## src/rtl/c2f_checksum_pkg.sv

```systemverilog
`timescale 1ns/1ps
`default_nettype none
// ============================================================================
// Module   : c2f_checksum_pkg
// Brief    : Types and constants for the C2F checksum consumer.
// Revision : 1.0
// ============================================================================
package c2f_checksum_pkg;

  localparam int RATE_NBITS_DEFAULT = 8;

  typedef logic [RATE_NBITS_DEFAULT-1:0] Rate;

  localparam Rate GOBBLE = '0;

  typedef enum logic [2:0] {
    S_IDLE     = 3'd0,
    S_READ     = 3'd1,
    S_DRAIN    = 3'd2,
    S_ACK      = 3'd3,
    S_WAIT_PTR = 3'd4
  } State;

endpackage
`default_nettype wire

```

## src/rtl/tlp_xcvr_pkg.sv

```systemverilog
`timescale 1ns/1ps
`default_nettype none
// ============================================================================
// Module   : tlp_xcvr_pkg
// Brief    : C2F chunk geometry shared with tlp_xcvr (128-byte chunks, 4 slots).
// Revision : 1.0
// ============================================================================
package tlp_xcvr_pkg;

  localparam int C2F_CHUNKSIZE         = 128;
  localparam int C2F_CHUNKPTR_NBITS    = 2;
  localparam int C2F_CHUNKOFFSET_NBITS = $clog2(C2F_CHUNKSIZE / 8);

  typedef logic [C2F_CHUNKPTR_NBITS-1:0]    C2FChunkPtr;
  typedef logic [C2F_CHUNKOFFSET_NBITS-1:0] C2FChunkOffset;

endpackage
`default_nettype wire

```

## src/rtl/c2f_rate_gate.sv

```systemverilog
`timescale 1ns/1ps
`default_nettype none
// ============================================================================
// Module   : c2f_rate_gate
// Brief    : Read throttle down-counter; loaded on each read, open at zero.
// Revision : 1.0
// ============================================================================
module c2f_rate_gate #(
  parameter int WIDTH = 8
) (
  input  logic             clk,
  input  logic             rst,
  input  logic             i_clr,
  input  logic             i_load,
  input  logic [WIDTH-1:0] i_rate,
  output logic             o_open
);

  logic [WIDTH-1:0] r_count;

  assign o_open = (r_count == '0);

  always_ff @(posedge clk or posedge rst) begin
    if (rst) begin
      r_count <= '0;
    end else if (i_clr) begin
      // Guarantees the first read of a chunk is never delayed.
      r_count <= '0;
    end else if (i_load) begin
      r_count <= i_rate;
    end else if (r_count != '0) begin
      r_count <= r_count - 1'b1;
    end
  end

endmodule
`default_nettype wire

```

## src/rtl/c2f_checksum_consumer.sv

```systemverilog
`timescale 1ns/1ps
`default_nettype none
// ============================================================================
// Module   : c2f_checksum_consumer
// Brief    : Drains committed C2F chunks, sums QWs mod 2^64, acks, publishes.
//            Optional read throttle: C2F_CONSUMER_THROTTLE_EN.
// Revision : 1.0
// ============================================================================
module c2f_checksum_consumer
  import tlp_xcvr_pkg::*;
  import c2f_checksum_pkg::*;
#(
  parameter int RATE_NBITS = RATE_NBITS_DEFAULT
) (
  input  logic                  pcieClk_in,
  input  logic                  reset_in,
  input  C2FChunkPtr            wrPtr_in,
  input  C2FChunkPtr            rdPtr_in,
  output logic                  dtAck_out,
  output C2FChunkOffset         rdOffset_out,
  input  logic [63:0]           rdData_in,
  output logic [63:0]           csData_out,
  output logic                  csValid_out,
  input  logic [RATE_NBITS-1:0] rate_in
);

  localparam C2FChunkOffset c_LAST_OFFSET = C2FChunkOffset'(C2F_CHUNKSIZE / 8 - 1);

  State        r_state;
  C2FChunkPtr  r_curPtr;
  logic [63:0] r_acc;
  logic        r_rdValid;
  logic        w_gateOpen;
  logic        w_readFire;
  logic        w_inIdle;

  assign w_inIdle   = (r_state == S_IDLE);
  assign w_readFire = (r_state == S_READ) && w_gateOpen;

`ifdef C2F_CONSUMER_THROTTLE_EN
  c2f_rate_gate #(
    .WIDTH (RATE_NBITS)
  ) u_rate_gate (
    .clk    (pcieClk_in),
    .rst    (reset_in),
    .i_clr  (w_inIdle),
    .i_load (w_readFire),
    .i_rate (rate_in),
    .o_open (w_gateOpen)
  );
`else
  logic w_unused_rate;
  assign w_unused_rate = ^rate_in;
  assign w_gateOpen    = 1'b1;
`endif

  always_ff @(posedge pcieClk_in or posedge reset_in) begin
    if (reset_in) begin
      r_state      <= S_IDLE;
      r_curPtr     <= '0;
      r_acc        <= '0;
      r_rdValid    <= 1'b0;
      dtAck_out    <= 1'b0;
      rdOffset_out <= '0;
      csData_out   <= '0;
      csValid_out  <= 1'b1;
    end else begin
      dtAck_out <= 1'b0;
      // RAM data lags its offset by one cycle; the flag follows the same lag.
      r_rdValid <= w_readFire;
      if (r_rdValid) begin
        r_acc <= r_acc + rdData_in;
      end

      case (r_state)
        S_IDLE: begin
          rdOffset_out <= '0;
          if (wrPtr_in != rdPtr_in) begin
            r_curPtr    <= rdPtr_in;
            r_acc       <= '0;
            csValid_out <= 1'b0;
            r_state     <= S_READ;
          end
        end
        S_READ: begin
          if (w_readFire) begin
            if (rdOffset_out == c_LAST_OFFSET) begin
              rdOffset_out <= '0;
              r_state      <= S_DRAIN;
            end else begin
              rdOffset_out <= rdOffset_out + 1'b1;
            end
          end
        end
        S_DRAIN: begin
          dtAck_out <= 1'b1;
          r_state   <= S_ACK;
        end
        S_ACK: begin
          csData_out  <= r_acc;
          csValid_out <= 1'b1;
          r_state     <= S_WAIT_PTR;
        end
        S_WAIT_PTR: begin
          // Hold off until tlp_xcvr has retired this chunk's pointer.
          if (rdPtr_in != r_curPtr) begin
            r_state <= S_IDLE;
          end
        end
        default: r_state <= S_IDLE;
      endcase
    end
  end

endmodule
`default_nettype wire

```

## config.mk

```make
export PLATFORM = sky130hd
export DESIGN_NAME = c2f_checksum_consumer
export DESIGN_NICKNAME = d
export VERILOG_FILES = /design/src/rtl/c2f_checksum_pkg.sv /design/src/rtl/tlp_xcvr_pkg.sv /design/src/rtl/c2f_rate_gate.sv /design/src/rtl/c2f_checksum_consumer.sv
export SDC_FILE = /design/constraint.sdc
export NUM_CORES = 1
export LEC_CHECK = 0
export BUFFER_PORTS_ARGS = -buffer_cell sky130_fd_sc_hd__buf_2
export CAP_MARGIN = 25
export CORE_MARGIN = 1
export CORE_UTILIZATION = 35
export CTS_CLUSTER_DIAMETER = 120
export CTS_CLUSTER_SIZE = 28
export DETAILED_ROUTE_END_ITERATION = 10
export PLACE_DENSITY = 0.59
export SETUP_SLACK_MARGIN = 0.15
export SLEW_MARGIN = 20
export SYNTH_ARGS = -nofsm -noshare
export SYNTH_HDL_FRONTEND = slang
export SYNTH_SLANG_ARGS = --single-unit
```

## constraint.sdc

```tcl
create_clock -name pcieClk_in -period 4.61 [get_ports pcieClk_in]
set_input_delay 0.2305 -clock pcieClk_in [delete_from_list [all_inputs] [get_ports pcieClk_in]]
set_output_delay 0.2305 -clock pcieClk_in [all_outputs]
set_load 0.01 [all_outputs]
```

==> impl_metrics.yaml, run 1 <==
status:
  outcome: "finished, violations left"
  failed_checks: "negative hold slack"
die:
  top_level_ports: 148
  floorplan.die_area_sq_um: 26300
  fp.dieH_um: 162
  num_rows: 58
  die_w_um: 162
  core_area_sq_um: 25200
  initial_utilization: 0.357
power:
  power.clock.fraction: 0.198
  power.switching_mw: 3.14
  power.combinational.fraction: 0.524
  internal-power_mw: 4.52
  seqPwrFrac: 0.278
  power_per_cell_area_nw_per_um2: 722
  max-vdd-ir-drop_mv: 0.284
  total_leakage_power_nw: 5.24
  post_layout_power_mw: 7.65
  power.share.switching: 0.410
route:
  drc: 0
  vias: 7194
  detail_route.vias_per_cell: 5.18
  detail_route.wl_per_cell_um: 16.3
  detailed_router_s_first_iteration_violation_count: 382
  total_wire_length_um: 22700
  number_of_nets_with_antenna_violations_after_detailed_routing: 0
  firstDrtPassIters: 4
worst_setup_path:
  timing.critical_path.arrival_ps: 4140
  timing.critical_path.mode_cell: "sky130_fd_sc_hd__o2111ai_1"
  critical_path.endpoint_type: "flip-flop"
  setup.worst_path.class: "flip-flop to flip-flop"
  crit_path_cell_trace: "ha_1 > inv_1 > fa_1 > nand2b_1 > a21oi_1 > o2111ai_1 > and3b_1 > o31a_1 > o21ai_2 > a31oi_2 > o31ai_4 > o2111ai_1 > a21o_1 > a32o_1"
  critical_path_buf_inv_count: 1
  crit_required_ps: 4910
  cp-start-kind: "flip-flop"
  largest_stage_delay_worst_path_ps: 440
  path_max_fanout: 6
  cp_slowest_cell: "sky130_fd_sc_hd__o31ai_4"
  critPathTopFamily: "compound AO/OA/AOI/OAI gates"
placed_design:
  placed_cell_area_sq_um: 9960
  numPortBuffers: 139
  detailed_place_hpwl_um: 16900
  gp_congestion: 0.874
clock_tree:
  post_cts_buffers: 0
  postCtsHoldBufs: 0
  cts.root.buffer_cell: "sky130_fd_sc_hd__clkbuf_16"
  buffer_depth_of_the_longest_clock_path: 2
  htreeDepth: 4
  post_cts.resized_instances: 0
  worstSkewPairLatency_ps: 420
  cts_tree: "yes"
  cts_num_sinks: 140
  clkTransAtPathRegs_ps: 60
  numCtsBuffers: 17
logic_synthesis:
  synth_cells: 931
  syn_area_per_cell_sq_um: 9.65
  async_reset_ff_frac: 1.00
  synth_flop_cell: "sky130_fd_sc_hd__dfrtp_1"
  proportion_of_synthesized_chip_area_in_sequential_cells: 0.390
  synth_area_sq_um: 8980
  yosys_warnings: 0
  postSynthNetCount: 1074
  post_synthesis_register_bit_count: 140
  synth.lib_cells_used.distinct: 59
  synth_edf_count: 0
layout:
  layout-drive-gt1-share: 0.242
  antenna-diode-count: 0
  multi_input_area_sq_um: 5200
  area_growth_pct: 18.1
  num-fill-cells: 2489
  area_used_by_sequential_logic_in_the_layout_sq_um: 3510
  postLayoutCellArea_sq_um: 10600
  nets: 1191
global_routing:
  grt_pass1_wl_um: 37300
  grt_max_degree: 98
  first_global_vias: 7342
  antenna_violations_before_repair: 1
  groute.usage.overall: 0.180
  grt_remaining_overflow: 0
timing:
  fmax_ghz: 0.260
  fin_crit_sh: 0.833
  layout_min_cycle_time_ps: 3840
  timing.clock.skew_ps: 9.77
  max_slew.worst_pin.slew_ps: 926
  timing_hold_violations_final: 3
  setup_repair_after_global_routing_missed_its_margin: "false"
  number_of_pins_exceeding_their_max_slew_limit_in_the_final_report: 0
  hold_ws_ps: -1.31
  timing.max_slew.rel_slack: 0.382
  finalSetupTns_ps: 0
  setup_violations: 0
run:
  timing.max_cap.violations: 0
worst_hold_path:
  hold_path_class: "input port to asynchronous set/reset pin"
[synthesized netlist by cell type (all sizes together) (11+ instances only)]
cell type  number  area share
ha             64       0.089
mux2           66       0.083
dfrtp         139        0.39
xor2           31       0.030
mux2i          44       0.049
o21bai         15       0.013
nand4          22       0.015
nor2           89       0.037
inv            24       0.010
nor3           11      0.0061
clkbuf         38       0.016
o21ai          59       0.033
a21oi          83       0.047
a21o           36       0.030
xnor2          31       0.030
nand2          60       0.025
[layout by cell type, fill, tap and decap left out, drive strengths merged, types with 10 or more instances in the layout]
cell type	synthesis	routed
inv	24	24
mux2i	44	44
clkbuf	38	19
nor2	89	89
nand4	22	22
nor3	11	11
a21o	36	36
ha	64	64
o211ai	10	10
o21ai	59	59
a21oi	83	83
xor2	31	31
xnor2	31	31
nand3	10	10
dfrtp	139	139
mux2	66	66
nand2	60	60
buf	10	146
o21bai	15	15
[area by class of cell]
class / instances / area share
Multi-Input combinational cell: 719 / 0.491
Sequential cell: 140 / 0.331
Timing Repair Buffer: 146 / 0.0706
Clock buffer: 19 / 0.0418
Tap cell: 330 / 0.0389
Clock inverter: 12 / 0.0184
Inverter: 24 / 0.00897
[path summary, 6_finish.rpt]
| kind | startpoint | depth (start not counted) | slack, ps | end |
|---|---|---|---|---|
| max in group asynchronous | reset_in | 3 | 3530 | csData_out[5] |
| min in group pcieClk_in | rdPtr_in[0] | 2 | 100 | r_curPtr[0] |
| max reg2reg | r_acc[0] | 14 | 770 | r_acc[62] |
| min | reset_in | 2 | -1 | rdOffset_out[3] |
| min reg2reg | csData_out[1] | 2 | 480 | csData_out[1] |
| max | r_acc[0] | 14 | 770 | r_acc[62] |
[routing by layer]
layer	global-route usage	vias to the layer above	wire length, um
met5	0	-	8
met4	0.0472	2	329
met3	0.0409	30	1020
met2	0.302	142	10800
met1	0.231	3445	10500
li1	-	3575	-
[power groups by stage]
stage	registers (mW)	logic [mW]	clock network (mW)
floorplan	2.17	2.94	0
global placement	2.14	3.99	0
detailed placement	2.16	4.03	0
CTS	2.14	4.06	1.55
global route	2.21	4.50	1.60
finish	2.13	4.01	1.51
[flip-flops by register name, indices dropped and copies added (netlist names)]
signal        count
rdOffset_out      4
r_rdValid         1
r_state           3
csData_out       64
dtAck_out         1
r_acc            64
r_curPtr          2
csValid_out       1
[kinds of logic (layout without fill, tap and decap cells)]
kind of cell	count (synthesis)	in the layout	synth area share
mux	110	110	0.132
xor+xnor	62	62	0.0605
compound gates	249	249	0.174
buf+inv	72	201	0.0309
simple gates	233	233	0.121
flops	140	140	0.390
fa+ha+maj	65	65	0.0914
[stage by stage]
step | instances | setup WS, ps | util
CTS | 1390 | 758 | 0.421
global placement | 1359 | 795 | 0.396
floorplan | 931 | 628 | -
finish | 1390 | 770 | 0.421
detailed placement | 1359 | 776 | 0.396
global route | 1390 | 518 | 0.421
Note: power is estimated with default switching activity, not from simulation.
==> run 2, diff against run 1 <==
clock period = 3.6 ns   (was 4.61 ns; I/O delays follow)
==> impl_metrics.yaml, run 2 (synthesis gave the netlist of run 1 again) <==
status:
  outcome: "finished, violations left"
  failed_checks: "negative hold slack"
clock_tree:
  clkTransAtPathRegs_ps: 60
  cts_tree: "yes"
  htreeDepth: 4
  worstSkewPairLatency_ps: 410
  cts_num_sinks: 140
  cts.root.buffer_cell: "sky130_fd_sc_hd__clkbuf_16"
  numCtsBuffers: 17
  buffer_depth_of_the_longest_clock_path: 2
worst_setup_path:
  crit_required_ps: 3900
  timing.critical_path.arrival_ps: 3610
  setup.worst_path.class: "flip-flop to flip-flop"
  cp-start-kind: "flip-flop"
  path_max_fanout: 4
  critical_path.endpoint_type: "flip-flop"
  reg2reg_depth: 14
layout:
  layout-drive-gt1-share: 0.268
  mostFrequentLayoutCell: "sky130_fd_sc_hd__buf_2"
  top_regs: "csData_out (64), r_acc (64), rdOffset_out (4)"
  area_growth_pct: 19.7
  most_used_cells_in_the_layout_excluding_fill_and_tap_cells: "sky130_fd_sc_hd__buf_2, sky130_fd_sc_hd__dfrtp_1, sky130_fd_sc_hd__nor2_1"
  nets: 1211
  instances_no_fill: 1410
  finish.utilization: 0.427
timing:
  finalSetupTns_ps: 0
  timing.clock.skew_ps: 10.2
  layout_min_cycle_time_ps: 3310
  hold_ws_ps: -21.9
  fmax_ghz: 0.302
  fin_crit_sh: 0.920
  setup_violations: 0
  number_of_pins_exceeding_their_max_slew_limit_in_the_final_report: 0
  setup_repair_after_global_routing_missed_its_margin: "true"
  timing_hold_violations_final: 13
  timing.max_slew.rel_slack: 0.495
  max_slew.worst_pin.slew_ps: 758
power:
  power_per_cell_area_nw_per_um2: 901
  post_layout_power_mw: 9.68
  max-vdd-ir-drop_mv: 0.325
  total_leakage_power_nw: 5.28
die:
  die_w_um: 162
  fp.dieH_um: 162
  core_area_sq_um: 25200
  num_rows: 58
  top_level_ports: 148
  initial_utilization: 0.357
  floorplan.die_area_sq_um: 26300
route:
  number_of_nets_with_antenna_violations_after_detailed_routing: 0
  detailed_router_s_first_iteration_violation_count: 272
  firstDrtPassIters: 5
  vias: 7333
  detail_route.wl_per_cell_um: 16.2
  drc: 0
  detail_route.vias_per_cell: 5.20
  total_wire_length_um: 22800
global_routing:
  grt_max_degree: 141
  groute.usage.overall: 0.180
  first_global_vias: 7485
  antenna_violations_before_repair: 1
  grt_pass1_wl_um: 37600
  grt_remaining_overflow: 0
run:
  timing.max_cap.violations: 0
placed_design:
  gp_congestion: 0.862
  dp.cells: 1373
  detailed_place_hpwl_um: 17000
  numPortBuffers: 139
worst_hold_path:
  hold_path_class: "input port to asynchronous set/reset pin"
-- run 2: cell types whose count changed in the layout (fill, tap and decap cells not counted), moves of 4 or more --
cell	delta
sky130_fd_sc_hd__buf_4	+19
sky130_fd_sc_hd__o21ai_0	-4
sky130_fd_sc_hd__a21oi_1	-5
sky130_fd_sc_hd__a21oi_2	+4
sky130_fd_sc_hd__o21ai_1	+4
sky130_fd_sc_hd__bufinv_16	-4
-- run 2: through the flow --
step                worst slack, ps  hold slack [ps]  cell area, sq um
finish                          286            -21.9             10700
global route                    137             30.0             10700
floorplan                       355              332              8980
global placement               17.5              468             10100
detailed placement            -2.94              470             10100
CTS                             158             35.2             10600
-- run 2: power by group --
group	switching, mW	internal (mW)	total, mW
Sequential	0.471	2.26	2.73
Clock	0.666	0.955	1.62
Combinational	2.92	2.41	5.33
-- run 2: worst paths after layout --
check,startpoint,end,slack (ps)
worst max-delay path,r_acc[0],r_acc[58],290
worst min-delay path,reset_in,r_curPtr[0],-20
worst max register to register,r_acc[0],r_acc[58],290
worst min register to register,csData_out[1],csData_out[1],480
max in group asynchronous,reset_in,r_acc[37],3040
min in group pcieClk_in,rdPtr_in[1],r_curPtr[1],50
-- run 2: what timing repair did --
action | 4_1_cts | 5_1_grt
hold buffers | 0 | 0
endpoints found under the setup margin | 8 | 20
pin swaps | 1 | 8
resized for setup | 3 | 20
hold endpoints to repair | 0 | 0
setup buffers | 2 | 4
-- run 2: layout make-up --
class	count	area, sq um
Fill cell	2469	14400
Multi-Input combinational cell	719	5290
Sequential cell	140	3510
Timing Repair Buffer	166	911
Clock buffer	22	454
Tap cell	330	413
Inverter	24	93.8
Clock inverter	8	72.6
Antenna cell	1	2.50
-- run 2: routing by layer --
layer	GRT usage	share of wire
met5	0	0.00035
met4	0.0450	0.015
met3	0.0434	0.049
met2	0.306	0.48
met1	0.227	0.46
-- run 2: critical path, stage by stage (launching register included) --
cell	delay, ps
sky130_fd_sc_hd__dfrtp_1	360
sky130_fd_sc_hd__ha_2	190
sky130_fd_sc_hd__inv_2	40
sky130_fd_sc_hd__fa_2	340
sky130_fd_sc_hd__nand2b_4	160
sky130_fd_sc_hd__a21oi_4	160
sky130_fd_sc_hd__o2111ai_2	160
sky130_fd_sc_hd__and3b_1	190
sky130_fd_sc_hd__o31a_1	370
sky130_fd_sc_hd__o21ai_2	220
sky130_fd_sc_hd__a31oi_4	140
sky130_fd_sc_hd__o31ai_4	270
sky130_fd_sc_hd__o211ai_1	160
sky130_fd_sc_hd__a21o_1	200
sky130_fd_sc_hd__a32o_1	240
